$ cat src/rtl/uii2c_pkg.sv
// Shared I2C definitions: arbiter state encoding, requester limits and the
// per-requester transaction descriptor.
package uii2c_pkg;

    localparam int NREQ_MAX = 4;

    typedef enum logic [1:0] {
        ST_IDLE  = 2'd0,
        ST_ISSUE = 2'd1,
        ST_WAIT  = 2'd2,
        ST_DONE  = 2'd3
    } i2c_state_e;

    typedef struct packed {
        logic [31:0] wr_data;
        logic [7:0]  wr_cnt;
        logic [7:0]  rd_cnt;
        logic        mode;
    } xact_t;

    // Owner index width for a given requester count (2 -> 1 bit, 3..4 -> 2 bits).
    function automatic int idx_w(input int n);
        return (n > 2) ? 2 : 1;
    endfunction

endpackage

$ cat src/rtl/uii2c_rr_pick.sv
// Round-robin picker: one-hot grant of the first requester found searching
// upward from (last_owner + 1) mod NREQ.
module uii2c_rr_pick
    import uii2c_pkg::*;
#(
    parameter int NREQ = 2,
    parameter int IW   = 1
) (
    input  logic [NREQ-1:0] req,
    input  logic [IW-1:0]   last_owner,
    output logic [NREQ-1:0] gnt
);

    logic [IW:0]     sh;
    logic [NREQ-1:0] rot;
    logic [NREQ-1:0] rot_gnt;

    // Rotate so the search start sits at bit 0, take the lowest set bit, rotate
    // back. sh is 1..NREQ, so the doubled vector covers every rotation.
    always_comb begin
        sh      = {1'b0, last_owner} + {{IW{1'b0}}, 1'b1};
        rot     = NREQ'({req, req} >> sh);
        rot_gnt = rot & (-rot);
        gnt     = NREQ'(({rot_gnt, rot_gnt} << sh) >> NREQ);
    end

endmodule

$ cat src/rtl/uii2c_arb.sv
// Round-robin arbiter sharing one I2C master between NREQ requesters:
// grant, strobe iic_en until busy rises (or timeout), wait for busy to fall.
module uii2c_arb
    import uii2c_pkg::*;
#(
    parameter int          NREQ   = 2,
    parameter logic [15:0] TO_CYC = 16'd2047
) (
    input  logic                 clk_i,
    input  logic                 rst_i,
    input  logic [NREQ-1:0]      req_i,
    input  logic [32*NREQ-1:0]   wr_data_i,
    input  logic [8*NREQ-1:0]    wr_cnt_i,
    input  logic [8*NREQ-1:0]    rd_cnt_i,
    input  logic [NREQ-1:0]      mode_i,
    output logic [NREQ-1:0]      gnt_o,
    output logic [NREQ-1:0]      done_o,
    output logic [NREQ-1:0]      err_o,
    output logic [7:0]           rd_data_o,
    output logic                 iic_en_o,
    output logic [31:0]          iic_wr_data_o,
    output logic [7:0]           iic_wr_cnt_o,
    output logic [7:0]           iic_rd_cnt_o,
    output logic                 iic_mode_o,
    input  logic                 iic_busy_i,
    input  logic [7:0]           iic_rd_data_i
);

    localparam int IW = idx_w(NREQ);

    i2c_state_e          state_q, state_d;
    xact_t [NREQ-1:0]    req_x;
    xact_t               sel_x, xact_q;
    logic [NREQ-1:0]     pick;
    logic [IW-1:0]       pick_idx, owner_q, last_owner_q;
    logic [15:0]         cnt_q, cnt_nxt;
    logic                grant_go, timeout;

    for (genvar k = 0; k < NREQ; k++) begin : g_req
        assign req_x[k] = '{
            wr_data: wr_data_i[32*k +: 32],
            wr_cnt:  wr_cnt_i[8*k +: 8],
            rd_cnt:  rd_cnt_i[8*k +: 8],
            mode:    mode_i[k]
        };
    end

    uii2c_rr_pick #(
        .NREQ (NREQ),
        .IW   (IW)
    ) u_pick (
        .req        (req_i),
        .last_owner (last_owner_q),
        .gnt        (pick)
    );

    always_comb begin
        sel_x    = '0;
        pick_idx = '0;
        for (int k = 0; k < NREQ; k++) begin
            if (pick[k]) begin
                sel_x    = req_x[k];
                pick_idx = IW'(k);
            end
        end
    end

    assign grant_go = (|req_i) && !iic_busy_i;
    assign cnt_nxt  = (cnt_q >= TO_CYC) ? TO_CYC : cnt_q + 16'd1;
    assign timeout  = !iic_busy_i && (cnt_nxt == TO_CYC);

    always_ff @(posedge clk_i) begin
        if (rst_i) state_q <= ST_IDLE;
        else       state_q <= state_d;
    end

    always_comb begin
        state_d = state_q;
        case (state_q)
            ST_IDLE:  if (grant_go) state_d = ST_ISSUE;
            ST_ISSUE: begin
                if (iic_busy_i)   state_d = ST_WAIT;
                else if (timeout) state_d = ST_DONE;
            end
            ST_WAIT:  if (!iic_busy_i) state_d = ST_DONE;
            ST_DONE:  state_d = ST_IDLE;
            default:  state_d = ST_IDLE;
        endcase
    end

    // done_o/err_o are set on the edge entering DONE so they coincide with it.
    always_ff @(posedge clk_i) begin
        if (rst_i) begin
            gnt_o        <= '0;
            done_o       <= '0;
            err_o        <= '0;
            rd_data_o    <= '0;
            iic_en_o     <= 1'b0;
            xact_q       <= '0;
            owner_q      <= '0;
            last_owner_q <= IW'(NREQ - 1);
            cnt_q        <= '0;
        end else begin
            done_o <= '0;
            err_o  <= '0;
            case (state_q)
                ST_IDLE: begin
                    if (grant_go) begin
                        gnt_o    <= pick;
                        owner_q  <= pick_idx;
                        xact_q   <= sel_x;
                        iic_en_o <= 1'b1;
                        cnt_q    <= '0;
                    end
                end
                ST_ISSUE: begin
                    if (iic_busy_i) begin
                        iic_en_o <= 1'b0;
                    end else begin
                        cnt_q <= cnt_nxt;
                        if (timeout) begin
                            iic_en_o <= 1'b0;
                            done_o   <= gnt_o;
                            err_o    <= gnt_o;
                        end
                    end
                end
                ST_WAIT: begin
                    if (!iic_busy_i) begin
                        rd_data_o <= iic_rd_data_i;
                        done_o    <= gnt_o;
                    end
                end
                ST_DONE: begin
                    gnt_o        <= '0;
                    last_owner_q <= owner_q;
                end
                default: ;
            endcase
        end
    end

    assign iic_wr_data_o = xact_q.wr_data;
    assign iic_wr_cnt_o  = xact_q.wr_cnt;
    assign iic_rd_cnt_o  = xact_q.rd_cnt;
    assign iic_mode_o    = xact_q.mode;

endmodule

$ cat config.mk
export PLATFORM = sky130hd
export DESIGN_NAME = uii2c_arb
export DESIGN_NICKNAME = d
export VERILOG_FILES = /design/src/rtl/uii2c_pkg.sv /design/src/rtl/uii2c_rr_pick.sv /design/src/rtl/uii2c_arb.sv
export SDC_FILE = /design/constraint.sdc
export NUM_CORES = 1
export LEC_CHECK = 0
export ABC_AREA = 1
export BUFFER_PORTS_ARGS = -buffer_cell sky130_fd_sc_hd__buf_2
export CORE_AREA = 3 3 120 88
export CTS_BUF_LIST = sky130_fd_sc_hd__clkbuf_8 sky130_fd_sc_hd__clkbuf_16
export CTS_CLUSTER_SIZE = 25
export DETAILED_ROUTE_END_ITERATION = 6
export DIE_AREA = 0 0 123 91
export PLACE_DENSITY = 0.75
export SETUP_SLACK_MARGIN = 0.4
export SLEW_MARGIN = 0
export SYNTH_ARGS = -nofsm -noshare
export SYNTH_HDL_FRONTEND = slang
export SYNTH_SLANG_ARGS = --single-unit
$ cat constraint.sdc
create_clock -name clk_i -period 2.5 [get_ports clk_i]
set_input_delay 0.25 -clock clk_i [delete_from_list [all_inputs] [get_ports clk_i]]
set_output_delay 0.25 -clock clk_i [all_outputs]
set_load 0.05 [all_outputs]
# Word level (Yosys, flattened, before mapping)
# Index checks and enable logic that the tools add are counted.
# word_totals
regBits	84
latch_bits	0
ramBits	0
mem_bits_ro	0
in_bits	111
out_inout_bits	64
word_cells	66
mem_count	0
# classes
addsub	3
mul	0
div_mod_pow	0
n_lt_le_gt_ge	1
n_eq_ne	8
shift	2
muxes	22
n_bitwise	3
reduce_logical	14
# ops
op	count
2-to-1 mux 49 bit	2
2-to-1 mux 16 bit	3
one-hot mux 16 bit (2 select lines)	1
adder 16 x 1 -> 16 bit, second input constant	1
equality test 16 x 11 -> 1 bit, second input constant	1
greater-or-equal comparator 16 x 11 -> 1 bit, second input constant	1
2-to-1 mux 2 bit	8
AND reduction 3 bit	3
one-hot mux 2 bit (2 select lines)	2
one-hot mux 2 bit (4 select lines)	1
inequality test 2 bit, second input constant	3
AND reduction 2 bit	3
equality test 2 bit, second input constant	2
2-to-1 mux 1 bit	4
nonzero test 2 bit	2
OR reduction 2 bit	2
left shift 4 x 2 -> 4 bit	1
right shift 4 x 2 -> 2 bit	1
inequality test 3 bit, second input constant	1
adder 1 x 1 -> 2 bit, second input constant	1
AND 2 bit	1
equality test 2 x 1 -> 1 bit, second input constant	1
logical AND 1 bit	2
logical NOT 2 bit	1
4 further kinds	5

# Logic depth before layout (Yosys ltp)
# Gate-level depths: netlist of the first run.
# logic_depth
ltp_word	7
ltp_mapped	13

# Hierarchy
# A second synthesis of the first run with hierarchy kept.
# hier_totals
hier_cells	522
area_unflattened_um2	3724.8
# modules_own_cells
mod	instances	cells_per_inst	area_each_um2
uii2c_arb	1	518	3697.3
uii2c_rr_pick	1	4	27.5

# Worst setup path before layout of the first run
# OpenSTA, ideal clock, no wires.
# synth_path
path_kind	reg-to-reg
startpoint	register cnt_q[0]
endpoint	register state_q[1]
arrival_ps	1610
required_ps	2369
setup_slack_ps	759
path_stages_with_launch	14
path_cell_list	dfxtp_1 -> ha_1 -> nand2_2 -> nor2_4 -> nand3_4 -> nand2_2 -> buf_6 -> a21oi_2 -> nor2_2 -> nand3_1 -> nand2_2 -> nand2_1 -> nand2_1 -> a21oi_2
# synth_between
elab_chain_cells	6
word_cells_on_any_way	7
classes_between	add/sub: 1; order compare: 1; eq/ne: 2; mux: 1; reduce/logical: 2
# synth_rtl
element	line_no	source
start: declaration	uii2c_arb.sv:36	logic [15:0] cnt_q, cnt_nxt;
start signal: assignment	uii2c_arb.sv:120	cnt_q <= cnt_nxt;
adder 16 x 1 -> 16 bit / greater-or-equal comparator 16 x 11 -> 1 bit (equally long branches)	uii2c_arb.sv:69	assign cnt_nxt = (cnt_q >= TO_CYC) ? TO_CYC : cnt_q + 16'd1;
2-to-1 mux 16 bit (*)	uii2c_arb.sv:69	
equality test 16 x 11 -> 1 bit (*)	uii2c_arb.sv:70	assign timeout = !iic_busy_i && (cnt_nxt == TO_CYC);
logical AND 1 bit (*)	uii2c_arb.sv:70	
inequality test 3 bit (no source line) (*)	--	
AND reduction 3 bit (no source line) (*)	--	
end signal: assignment	uii2c_arb.sv:74	else state_q <= state_d;
end: declaration	uii2c_arb.sv:31	i2c_state_e state_q, state_d;
# Every way passes the cells marked *; elsewhere a longest branch is shown, timed or not.
# A chain may end at the register's enable or synchronous reset.

# Worst setup path after layout of the first run
# layout_path
startpoint	register cnt_q[1]
endpoint	register done_o[0]
# layout_between
elab_chain_cells	7
word_cells_on_any_way	8
classes_between	add/sub: 1; order compare: 1; eq/ne: 1; mux: 4; reduce/logical: 1
# layout_rtl
element	line_no	source
adder 16 x 1 -> 16 bit / greater-or-equal comparator 16 x 11 -> 1 bit (equally long branches)	uii2c_arb.sv:69	
2-to-1 mux 16 bit (*)	uii2c_arb.sv:69	
equality test 16 x 11 -> 1 bit (*)	uii2c_arb.sv:70	
logical AND 1 bit (*)	uii2c_arb.sv:70	
2-to-1 mux 2 bit (*)	uii2c_arb.sv:121	if (timeout) begin
2-to-1 mux 2 bit (*)	uii2c_arb.sv:117	if (iic_busy_i) begin
one-hot mux 2 bit (2 select lines) (*)	uii2c_arb.sv:106	case (state_q)
end signal: assignment	uii2c_arb.sv:123	done_o <= gnt_o;
end signal: assignment	uii2c_arb.sv:131	done_o <= gnt_o;
end: declaration	uii2c_arb.sv:17	output logic [NREQ-1:0] done_o,
# Marked as above.

==> metrics.md, run 1 <==
| Metric | Value |
|---|---|
| CP max stage cell | `dfxtp_1` |
| Yosys warns | `0` |
| Min Tclk post-route | `1.89 ns` |
| Status | `complete, no violations` |
| TritonCTS clock tree | `yes` |
| Hold Path Depth | `3` |
| Sequential area share after synthesis | `44.8%` |
| # rows | `30` |
| CTS Buf Count | `9` |
| Nets | `815` |
| Top cells by area, synth | `dfxtp_1 45%, nand2_1 21%, a31oi_1 8.2%` |
| Area Overhead vs Synth | `35.7%` |
| Power Density | `850 nW/um^2` |
| I/O Buffers | `174` |
| Grt ovf | `0` |
| Final Wtd Congestion | `0.995` |
| Core area | `9500 sq um` |
| Crit-path max cell delay | `0.39 ns` |
| Crit path arrival time | `2.14 ns` |
| Post-synth cell types | `27` |
| F_max | `530 MHz` |
| Vias | `4,119` |
| Final setup viols | `0` |
| Clk root buf | `clkbuf_16` |
| Area share of xor/xnor cells in the synthesized design | `0.701%` |
| Worst r2r path cells | `11` |
| First-iteration detailed-routing DRC count | `223` |
| Critical path launch point type | `flip-flop` |
| Largest family of logic cells by synthesized area | `simple AND/OR/NAND/NOR gates` |
| First-pass iteration count of the detailed router | `5` |
| Worst setup EP type | `flip-flop` |
| First-pass GRT wire length | `17,500 um` |
| RSZ-0062 raised after global routing | `no` |
| Leakage | `2.22 nW` |
| Die Span Y | `91 um` |
| Cell accounting for the most synthesized area | `dfxtp_1` |
| Final hold violations | `0` |
| Hold buffer count at cts | `0` |
| Worst clock skew | `0.00666 ns` |
| Skew-Pair Late Insertion Delay | `0.33 ns` |
| Most frequent CP cell | `nand2_1` |
| Total power | `4.33 mW` |
| Ant diodes | `0` |
| Hold Crit Class | `in -> reg` |
| Final ANT Viol Nets | `0` |
| Worst slew margin | `72.2%` |
| Top-area cell type share of the netlist area | `44.8%` |
| Max FO, Critical Path | `4` |
| Antenna violations before repair | `0` |
| H-tree levels | `3` |
| Tcrit/Tclk final | `75.5%` |
| Setup CP Type | `reg -> reg` |
| WP data required | `2.75 ns` |
| Average routed wire per standard cell | `13.4 um` |
| Die area | `11,200 sq um` |
| Max VDD drop | `404 uV` |
| # DRC | `0` |
| CP cell instances | `ha_2 > nand2_2 > nor2_4 > nand2_1 > nor3_1 > nor2_1 > inv_1 > nand2_1 > nor2_2 > nand4_1 > a21oi_1` |
| Syn nets | `648` |
| Synthesized flop and latch total | `84` |
| Number of standard cells after synthesis | `531` |
| Reg clk slew, reported paths | `0.06 ns` |
| Die W | `123 um` |
| Number of global-route vias before repair | `3,755` |
| Detail Placement HPWL | `8400 um` |
| Mux share of post-synthesis cell area | `0%` |
| CTS Sinks | `84` |
| Final WL | `11,100 um` |
| Most frequent cells in the layout | `207 x nand2_1, 174 x buf_2, 82 x dfxtp_1, 49 x a31oi_1, 33 x nor2_1` |
| Vias per std cell | `4.96` |
| Simple-gate share of the synthesized area | `31.0%` |
| Pin count of the biggest net entering global routing | `50` |
| Synthesized cell area | `3750 sq um` |
| I/O Pins | `175` |
| Avg Cell Area, Syn | `7.06 sq um` |
| Sum Neg Setup Slack | `0 ns` |
| Share of cells above drive strength 1 | `31.6%` |
| Worst-margin pin slew | `0.417 ns` |
| Max cap viols | `0` |
| CTS Buffer Depth | `2` |
| Commonest non-fill, non-tap cell in the layout | `nand2_1` |
| Overall Global Routing Usage | `19.4%` |
| Slew Limit Fails | `0` |
| Post-synthesis compound-gate area fraction | `15.2%` |
| Initial Utilization | `39.5%` |
| Post-synthesis adder-cell area fraction | `2.00%` |
flip-flops by register name, summed over array words and instances, names as in the netlist, 2 cells and up:
| signal | flops |
|---|---|
| iic_wr_data_o | 32 |
| cnt_q | 16 |
| iic_rd_cnt_o | 8 |
| iic_wr_cnt_o | 8 |
| rd_data_o | 8 |
| done_o | 2 |
| err_o | 2 |
| gnt_o | 2 |
| state_q | 2 |
metal layers:
| layer | vias up | wire length (um) | GRT usage, % |
|---|---|---|---|
| li1 | 2071 | - | - |
| met1 | 1842 | 4760 | 24.7 |
| met2 | 196 | 5140 | 31.7 |
| met3 | 10 | 1120 | 6.10 |
| met4 | 0 | 119 | 5.35 |
| met5 | - | 0 | 0 |
final timing paths:
check / slack (ns) / startpoint / end
hold / removal: 0.17 / rd_cnt_i[13] / iic_rd_cnt_o[5]$_SDFFE_PP0P_
setup reg to reg: 0.61 / cnt_q[1]$_SDFFE_PP0P_ / done_o[0]$_SDFF_PP0_
hold reg to reg: 0.46 / owner_q$_SDFFE_PP0P_ / owner_q$_SDFFE_PP0P_
setup / recovery: 0.61 / cnt_q[1]$_SDFFE_PP0P_ / done_o[0]$_SDFF_PP0_
cells in the mapped netlist:
cell type / number
nand3_4: 1
dfxtp_1: 84
xor2_1: 1
nand2_2: 4
nor3_1: 8
clkbuf_1: 18
o21ai_0: 17
inv_2: 3
a21oi_2: 3
a31oi_1: 49
xnor2_1: 2
nor2_4: 2
nor2_1: 34
o21bai_1: 1
inv_1: 26
o21ai_1: 3
nand2_1: 207
nand3b_1: 2
nand3_2: 1
buf_6: 1
nor2_2: 4
nand3_1: 17
nand4_1: 3
buf_2: 9
a21oi_1: 23
ha_1: 6
o211ai_1: 2
through the flow:
stage / std cells / area (sq um) / hold WS (ns) / util (%) / setup WS (ns)
4_1_cts: 828 / 5050 / 0.159 / 53.2 / 0.461
5_1_grt: 831 / 5090 / 0.164 / 53.6 / 0.398
2_1_floorplan: 531 / 3750 / 0.408 / - / 0.759
3_5_place_dp: 812 / 4750 / 0.453 / 50.0 / 0.485
3_3_place_gp: 812 / 4750 / 0.448 / 50.0 / 0.549
6_report: 831 / 5090 / 0.172 / 53.6 / 0.612
timing repair:
| item | CTS | global route |
|---|---|---|
| gates resized for setup | 0 | 6 |
| buffers inserted | 0 | 3 |
| endpoints found under the setup margin | 0 | 69 |
| hold endpoints to repair | 0 | 0 |
cell families (layout without fill, tap and decap cells):
group | after synthesis | in the layout
compound gates | 98 | 98
xor+xnor | 3 | 3
fa+ha+maj | 6 | 6
buf+inv | 57 | 229
flops | 84 | 84
simple gates | 283 | 283
cell type report:
type	count	area [sq um]
multi-input cells	390	1860
clock inverters	6	63.8
inverters	29	109
repair buffers	184	975
flip-flops and latches	84	1680
fillers	887	4410
well taps	128	160
clock buffers	10	239
critical path, delay by kind of cell, from the launching register on:
family	cells	cell delay, ns
and+or+nand+nor	8	0.95
buffers and inverters	1	0.07
AOI/OAI and AO/OA	1	0.17
DFF	1	0.39
adders and majority gates	1	0.24
power breakdown:
| group | switching [mW] | internal (mW) | total (mW) | leakage, nW |
|---|---|---|---|---|
| Clock | 0.514 | 0.800 | 1.31 | 0.150 |
| Sequential | 0.0992 | 1.49 | 1.59 | 0.683 |
| Combinational | 1.02 | 0.396 | 1.42 | 1.38 |
| Total | 1.64 | 2.69 | 4.33 | 2.22 |
(Power assumes the default switching activity.)
==> run 2: changes to the inputs <==
--- a/config.mk
+++ b/config.mk
@@ -5,14 +5,14 @@
 export SDC_FILE = /design/constraint.sdc
 export NUM_CORES = 1
 export LEC_CHECK = 0
-export ABC_AREA = 1
+export ABC_AREA = 0
 export BUFFER_PORTS_ARGS = -buffer_cell sky130_fd_sc_hd__buf_2
-export CORE_AREA = 3 3 120 88
+export CORE_AREA = 3 3 115 84
 export CTS_BUF_LIST = sky130_fd_sc_hd__clkbuf_8 sky130_fd_sc_hd__clkbuf_16
 export CTS_CLUSTER_SIZE = 25
 export DETAILED_ROUTE_END_ITERATION = 6
-export DIE_AREA = 0 0 123 91
-export PLACE_DENSITY = 0.75
+export DIE_AREA = 0 0 118 87
+export PLACE_DENSITY = 0.8
 export SETUP_SLACK_MARGIN = 0.4
 export SLEW_MARGIN = 0
 export SYNTH_ARGS = -nofsm -noshare
==> constraint.sdc (replaced) <==
create_clock -name clk_i -period 1.7 [get_ports clk_i]
set_input_delay 0.17 -clock clk_i [delete_from_list [all_inputs] [get_ports clk_i]]
set_output_delay 0.17 -clock clk_i [all_outputs]
set_load 0.05 [all_outputs]
==> metrics.md, run 2 <==
| Metric | Value |
|---|---|
| Area Overhead vs Synth | `61.9%` |
| Overall Global Routing Usage | `23.0% (+3.6 points)` |
| Synthesized cell area | `3450 sq um (-8.0%)` |
| Share of cells above drive strength 1 | `49.8% (+18 points)` |
| Commonest non-fill, non-tap cell in the layout | `buf_2` |
| Antenna violations before repair | `0 (unchanged)` |
| Top cells by area, synth | `dfxtp_1 49%, a222oi_1 14%, nor2_1 7.6%` |
| R2r setup slk | `-0.19 ns (-0.80 ns)` |
| Worst hold start | `wr_data_i[36]` |
| Skew-Pair Late Insertion Delay | `0.33 ns (about the same)` |
| Failing checks | `DRC, setup timing` |
| Worst slew margin | `72.7% (+0.51 points)` |
| Final ANT Viol Nets | `0 (unchanged)` |
| TritonCTS clock tree | `yes` |
| Die Span Y | `87 um (-4.4%)` |
| I/O Buffers | `174 (unchanged)` |
| Sequential area share after synthesis | `48.7% (+3.9 points)` |
| Yosys warns | `0 (unchanged)` |
| I/O Pins | `175 (unchanged)` |
| Number of flops mapped to enable cells by yosys | `0 (unchanged)` |
| Async SR Flop Fraction | `0% (unchanged)` |
| Power Density | `1290 nW/um^2 (+52%)` |
| Detail Placement HPWL | `7910 um (-5.9%)` |
| List of most frequent post-synthesis cells | `84 x dfxtp_1, 70 x nor2_1, 49 x a222oi_1` |
| CTS Buf Count | `9 (unchanged)` |
| Top-area cell type share of the netlist area | `48.7% (+3.9 points)` |
| Tcrit/Tclk final | `111% (+35 points)` |
| Die W | `118 um (-4.1%)` |
| Most frequent cell after synthesis | `dfxtp_1` |
| WP data required | `1.89 ns (-0.86 ns)` |
| Slew Limit Fails | `0 (unchanged)` |
| GR Util met2 | `40.3% (+8.5 points)` |
| Worst clock skew | `0.00712 ns (+0.000461 ns)` |
| F_max | `530 MHz (about the same)` |
| Grt ovf | `0 (unchanged)` |
| Leakage | `2.54 nW (+15%)` |
| Avg Cell Area, Syn | `8.98 sq um (+27%)` |
| Worst-margin pin slew | `0.409 ns (-0.00772 ns)` |
| Min Tclk post-route | `1.89 ns (-0.000869 ns)` |
| Final setup viols | `38 (+38)` |
| Crit path to | `cnt_q[0]$_SDFFE_PP0P_` |
| # fillers | `660 (-26%)` |
| # rows | `28 (-6.7%)` |
| Final setup margin | `-0.187 ns (-0.799 ns)` |
| Number of standard cells after synthesis | `384 (-28%)` |
| Core area | `8510 sq um (-10%)` |
| CTS Buffer Depth | `2 (unchanged)` |
| Crit path arrival time | `2.08 ns (-0.06 ns)` |
| Worst reg2reg path endpoint | `cnt_q[0]$_SDFFE_PP0P_` |
| Syn nets | `501 (-23%)` |
| Reg clk slew, reported paths | `0.06 ns (about the same)` |
| Setup CP Type | `reg -> reg` |
| Crit path launch | `cnt_q[15]$_SDFFE_PP0P_` |
| WHS | `0.0774 ns (-0.0948 ns)` |
| Met1 GRT Util | `28.4% (+3.6 points)` |
| Max reg flops | `32 (unchanged)` |
| Pin count of the biggest net entering global routing | `31 (-38%)` |
| Total power | `7.23 mW (+67%)` |
| Max VDD drop | `618 uV (+53%)` |
| First-iteration detailed-routing DRC count | `386 (+73%)` |
| Final hold violations | `0 (unchanged)` |
| Hold Crit Class | `in -> reg` |
| Grt met3 use | `6.62% (+0.52 points)` |
| Hold buffer count at cts | `0 (unchanged)` |
| Vias | `3,957 (-3.9%)` |
| Hold Path Depth | `3 (unchanged)` |
| Vias per std cell | `5.47 (+10%)` |
| Reg2reg start | `cnt_q[15]$_SDFFE_PP0P_` |
| Critical path launch point type | `flip-flop` |
| Most frequent cells in the layout | `174 x buf_2, 79 x dfxtp_1, 66 x nor2_1, 49 x a222oi_1, 32 x buf_4` |
| Cell accounting for the most synthesized area | `dfxtp_1` |
| H-tree levels | `3 (unchanged)` |
| Max FO, Critical Path | `3 (-1)` |
| Post-synth cell types | `42 (+56%)` |
| Primary FF master, synth | `dfxtp_1` |
| Most Crowded Layer GR | `met2` |
| Worst setup EP type | `flip-flop` |
| Initial Utilization | `40.5% (+1.0 points)` |
| Die area | `10,300 sq um (-8.3%)` |
| Average routed wire per standard cell | `17.7 um (+32%)` |
| Ant diodes | `0 (unchanged)` |
| Nets | `715 (-12%)` |
| Final Wtd Congestion | `0.935 (-6.0%)` |
| Status | `complete, but fails checks` |
| Worst r2r path cells | `8 (-3)` |
| Max cap viols | `0 (unchanged)` |
| Synthesized flop and latch total | `84 (unchanged)` |
| First-pass iteration count of the detailed router | `7 (+2)` |
| RSZ-0062 raised after global routing | `yes` |
| Clk root buf | `clkbuf_16` |
| First-pass GRT wire length | `19,000 um (+8.4%)` |
| CTS Sinks | `84 (unchanged)` |
| Final WL | `12,800 um (+15%)` |
| # DRC | `12 (+12)` |
| Number of global-route vias before repair | `3,878 (+3.3%)` |
-- run 2: cell count changes after synthesis, sizes merged, moves of 6 or more --
| cell | change |
|---|---|
| and3 | +8 |
| nand3 | -12 |
| nor2b | +6 |
| nor2 | +31 |
| a31oi | -49 |
| a222oi | +49 |
| nand2 | -177 |
| inv | -22 |
-- run 2: logic make-up after synthesis --
family                     Yosys count  synth area share (%)
adders and majority gates            6                  2.18
DFF                                 84                  48.7
AOI/OAI and AO/OA                  112                  25.8
buffers and inverters               38                  4.43
muxes                                1                 0.290
and+or+nand+nor                    143                  18.6
-- run 2: worst max-delay path: stages, from the launching register on --
cell	delay, ns
dfxtp_1	0.30
or4_4	0.56
nor2_8	0.11
a21boi_4	0.22
buf_4	0.13
buf_4	0.11
a21oi_1	0.07
a21oi_1	0.15
nor2_1	0.09
-- run 2: timing repair --
item / in CTS / in global routing
setup endpoints to repair: 83 / 83
pin swaps: 46 / 26
gates resized for setup: 37 / 30
buffers inserted: 10 / 5
cloned: 6 / 3
-- run 2: cell type report --
type                       count  area, sq um  share of cell area, %
inverter                       8         30.0                  0.538
sequential                    84         1690                   30.3
timing repair buffer         232         1580                   28.3
multi-input combinational    263         1850                   33.1
tap                          120          150                   2.69
clock inverter                 7         60.1                   1.08
clock buffer                   9          225                   4.03
-- run 2: metrics by stage --
step	setup WS (ns)	util, %	cell area [sq um]	TNS, ns	std cells
floorplan	-0.0552	-	3570	-0.0552	384
global placement	-0.124	55.4	4720	-0.725	683
detailed placement	-0.113	55.4	4720	-1.11	683
CTS	-0.0874	63.1	5370	-0.315	715
global route	-0.228	65.6	5590	-5.12	723
finish	-0.187	65.6	5590	-1.37	723
-- run 2: worst min-delay path by stage --
stage	slack (ns)	endpoint
2_1_floorplan	0.31	rd_data_o[0]$_SDFFE_PP0P_
3_3_place_gp	0.41	iic_wr_cnt_o[1]$_SDFFE_PP0P_
3_5_place_dp	0.42	iic_wr_data_o[12]$_SDFFE_PP0P_
4_1_cts	0.07	iic_rd_cnt_o[4]$_SDFFE_PP0P_
5_1_grt	0.08	iic_wr_data_o[7]$_SDFFE_PP0P_
6_report	0.08	iic_wr_data_o[4]$_SDFFE_PP0P_
-- run 2: where the power goes --
part / total, mW / internal, mW / switching, mW
logic: 3.04 / 1.24 / 1.80
clock network: 1.88 / 1.12 / 0.761
registers: 2.31 / 2.19 / 0.121
total: 7.23 / 4.55 / 2.68
-- run 2: layer usage --
metal  vias to the layer above  routed length [um]
met1                      1850                5220
met2                       222                6210
met4                         0                 107
met5                         -                   0
li1                       1874                   -
met3                        11                1230
==> run 3: changes to the inputs <==
--- a/config.mk
+++ b/config.mk
@@ -12,7 +12,7 @@
 export CTS_CLUSTER_SIZE = 25
 export DETAILED_ROUTE_END_ITERATION = 6
 export DIE_AREA = 0 0 118 87
-export PLACE_DENSITY = 0.8
+export PLACE_DENSITY = 0.77
 export SETUP_SLACK_MARGIN = 0.4
 export SLEW_MARGIN = 0
 export SYNTH_ARGS = -nofsm -noshare
==> constraint.sdc (replaced) <==
create_clock -name clk_i -period 2.25 [get_ports clk_i]
set_input_delay 0.225 -clock clk_i [delete_from_list [all_inputs] [get_ports clk_i]]
set_output_delay 0.225 -clock clk_i [all_outputs]
set_load 0.05 [all_outputs]
==> metrics.md, run 3 (same netlist as run 2, synthesis figures left out) <==
| Metric | Value |
|---|---|
| Crit-path max cell delay | `0.56 ns (about the same)` |
| Nets | `669 (-6.4%)` |
| Final Instance Area | `4860 sq um (-13%)` |
| Worst slew margin | `65.6% (-7.2 points)` |
| Vias | `3,790 (-4.2%)` |
| WHS | `0.135 ns (+0.0573 ns)` |
| Slew Limit Fails | `0 (unchanged)` |
| Worst setup EP type | `flip-flop` |
| R2r setup slk | `0.41 ns (+0.60 ns)` |
| Total power | `4.77 mW (-34%)` |
| Tcrit/Tclk final | `81.8% (-29 points)` |
| Placed cell areas | `4450 sq um (-5.7%)` |
| Power Density | `981 nW/um^2 (-24%)` |
| Max cap viols | `0 (unchanged)` |
| GR Util met2 | `34.1% (-6.2 points)` |
| First-iteration detailed-routing DRC count | `366 (-5.2%)` |
| Reg clk slew, reported paths | `0.06 ns (about the same)` |
| Die area | `10,300 sq um (unchanged)` |
| Final ANT Viol Nets | `0 (unchanged)` |
| Most frequent cells in the layout | `174 x buf_2, 78 x dfxtp_1, 69 x nor2_1, 49 x a222oi_1, 33 x nand2_1` |
| Clk root buf | `clkbuf_16` |
| Max FO, Critical Path | `4 (+1)` |
| TritonCTS clock tree | `yes` |
| Register area | `1690 sq um (about the same)` |
| Core area | `8510 sq um (unchanged)` |
| Area of the multi-input gates | `1700 sq um (-7.8%)` |
| F_max | `544 MHz (+2.6%)` |
| Commonest non-fill, non-tap cell in the layout | `buf_2` |
| Failing checks | `DRC` |
| First-pass iteration count of the detailed router | `7 (unchanged)` |
| Final WL | `10,700 um (-16%)` |
| Area Overhead vs Synth | `41.0%` |
| WP data required | `2.46 ns (+0.57 ns)` |
| First-pass GRT wire length | `16,800 um (-12%)` |
| Grt met3 use | `6.95% (+0.32 points)` |
| Fin util | `57.1% (-8.5 points)` |
| Status | `complete, but fails checks` |
| Min Tclk post-route | `1.84 ns (-0.0479 ns)` |
| Number of global-route vias before repair | `3,580 (-7.7%)` |
| # fillers | `769 (+17%)` |
| CTS Buffer Depth | `2 (unchanged)` |
| Sum Neg Setup Slack | `0 ns (+1.37 ns)` |
| Worst clock skew | `0.00631 ns (-0.000809 ns)` |
| RSZ-0062 raised after global routing | `yes` |
| Setup CP Type | `reg -> reg` |
| CTS Buf Count | `9 (unchanged)` |
| Vias per std cell | `5.60 (+2.3%)` |
| Most Crowded Layer GR | `met2` |
| Worst-margin pin slew | `0.516 ns (+0.106 ns)` |
| Average routed wire per standard cell | `15.8 um (-10%)` |
| Final setup viols | `0 (-100%)` |
| Initial Utilization | `40.5% (unchanged)` |
| Max reg flops | `32 (unchanged)` |
| Overall Global Routing Usage | `19.9% (-3.1 points)` |
| I/O Pins | `175 (unchanged)` |
| CP cell instances | `or4_4 > nor2_8 > a21boi_4 > a21oi_4 > o21a_1 > a32o_1` |
| Crit path arrival time | `2.05 ns (-0.03 ns)` |
| Max VDD drop | `460 uV (-26%)` |
| Ant diodes | `0 (unchanged)` |
| Leakage | `2.22 nW (-13%)` |
| Detail Placement HPWL | `7430 um (-6.1%)` |
| Critical path launch point type | `flip-flop` |
| Pin count of the biggest net entering global routing | `52 (+68%)` |
| Final Wtd Congestion | `0.911 (-2.6%)` |
| H-tree levels | `3 (unchanged)` |
| # DRC | `13 (+1)` |
| Met1 GRT Util | `24.0% (-4.4 points)` |
| Grt ovf | `0 (unchanged)` |
| Die W | `118 um (unchanged)` |
| Die Span Y | `87 um (unchanged)` |
| CP max stage cell | `or4_4` |
| I/O Buffers | `174 (unchanged)` |
| # rows | `28 (unchanged)` |
| Share of cells above drive strength 1 | `41.7% (-8.1 points)` |
| Antenna violations before repair | `0 (unchanged)` |
| Final hold violations | `0 (unchanged)` |
| Hold Crit Class | `in -> reg` |
| Skew-Pair Late Insertion Delay | `0.32 ns (about the same)` |
| CTS Sinks | `84 (unchanged)` |
[run 3: path summary, 6_finish.rpt]
kind,startpoint,cells after the start,to
min,wr_data_i[59],3,iic_wr_data_o[27]$_SDFFE_PP0P_
max,cnt_q[14]$_SDFFE_PP0P_,6,state_q[0]$_SDFFE_PP0P_
max reg2reg,cnt_q[14]$_SDFFE_PP0P_,6,state_q[0]$_SDFFE_PP0P_
min reg2reg,rd_data_o[7]$_SDFFE_PP0P_,2,rd_data_o[7]$_SDFFE_PP0P_
[run 3: metal layers]
layer | share of wire [%] | wire length [um]
met1 | 41 | 4400
met2 | 47 | 5020
met3 | 11 | 1210
met4 | 0.71 | 76
met5 | 0 | 0
[run 3: repair_timing]
action / in CTS / in global routing
buffers inserted: 2 / 1
endpoints found under the hold margin: 0 / 0
cloned: 0 / 1
pin swaps: 6 / 12
resized for setup: 14 / 19
hold buffers: 0 / 0
setup endpoints to repair: 72 / 64
[run 3: final cells by class]
cell class	count	area share, %
Tap cell	120	3.09
Clock inverter	6	0.849
Clock buffer	10	4.91
Multi-Input combinational cell	262	35.0
Sequential cell	84	34.8
Inverter	8	0.617
Timing Repair Buffer	187	20.7
[run 3: through the flow]
stage	worst slack, ns	instances
2_1_floorplan	0.419	384
3_3_place_gp	0.293	657
3_5_place_dp	0.172	657
4_1_cts	0.395	675
5_1_grt	0.341	677
6_report	0.410	677
[run 3: critical path, delay by kind of cell (launching register included)]
family          cells  cell delay [ns]
compound gates      4             0.74
flops               1             0.32
simple gates        2             0.67
[run 3: where the power goes]
group / leakage, nW / switching [mW] / total [mW] / internal (mW)
logic: 1.40 / 1.13 / 1.67 / 0.534
registers: 0.686 / 0.106 / 1.76 / 1.65
clock network: 0.136 / 0.567 / 1.34 / 0.775
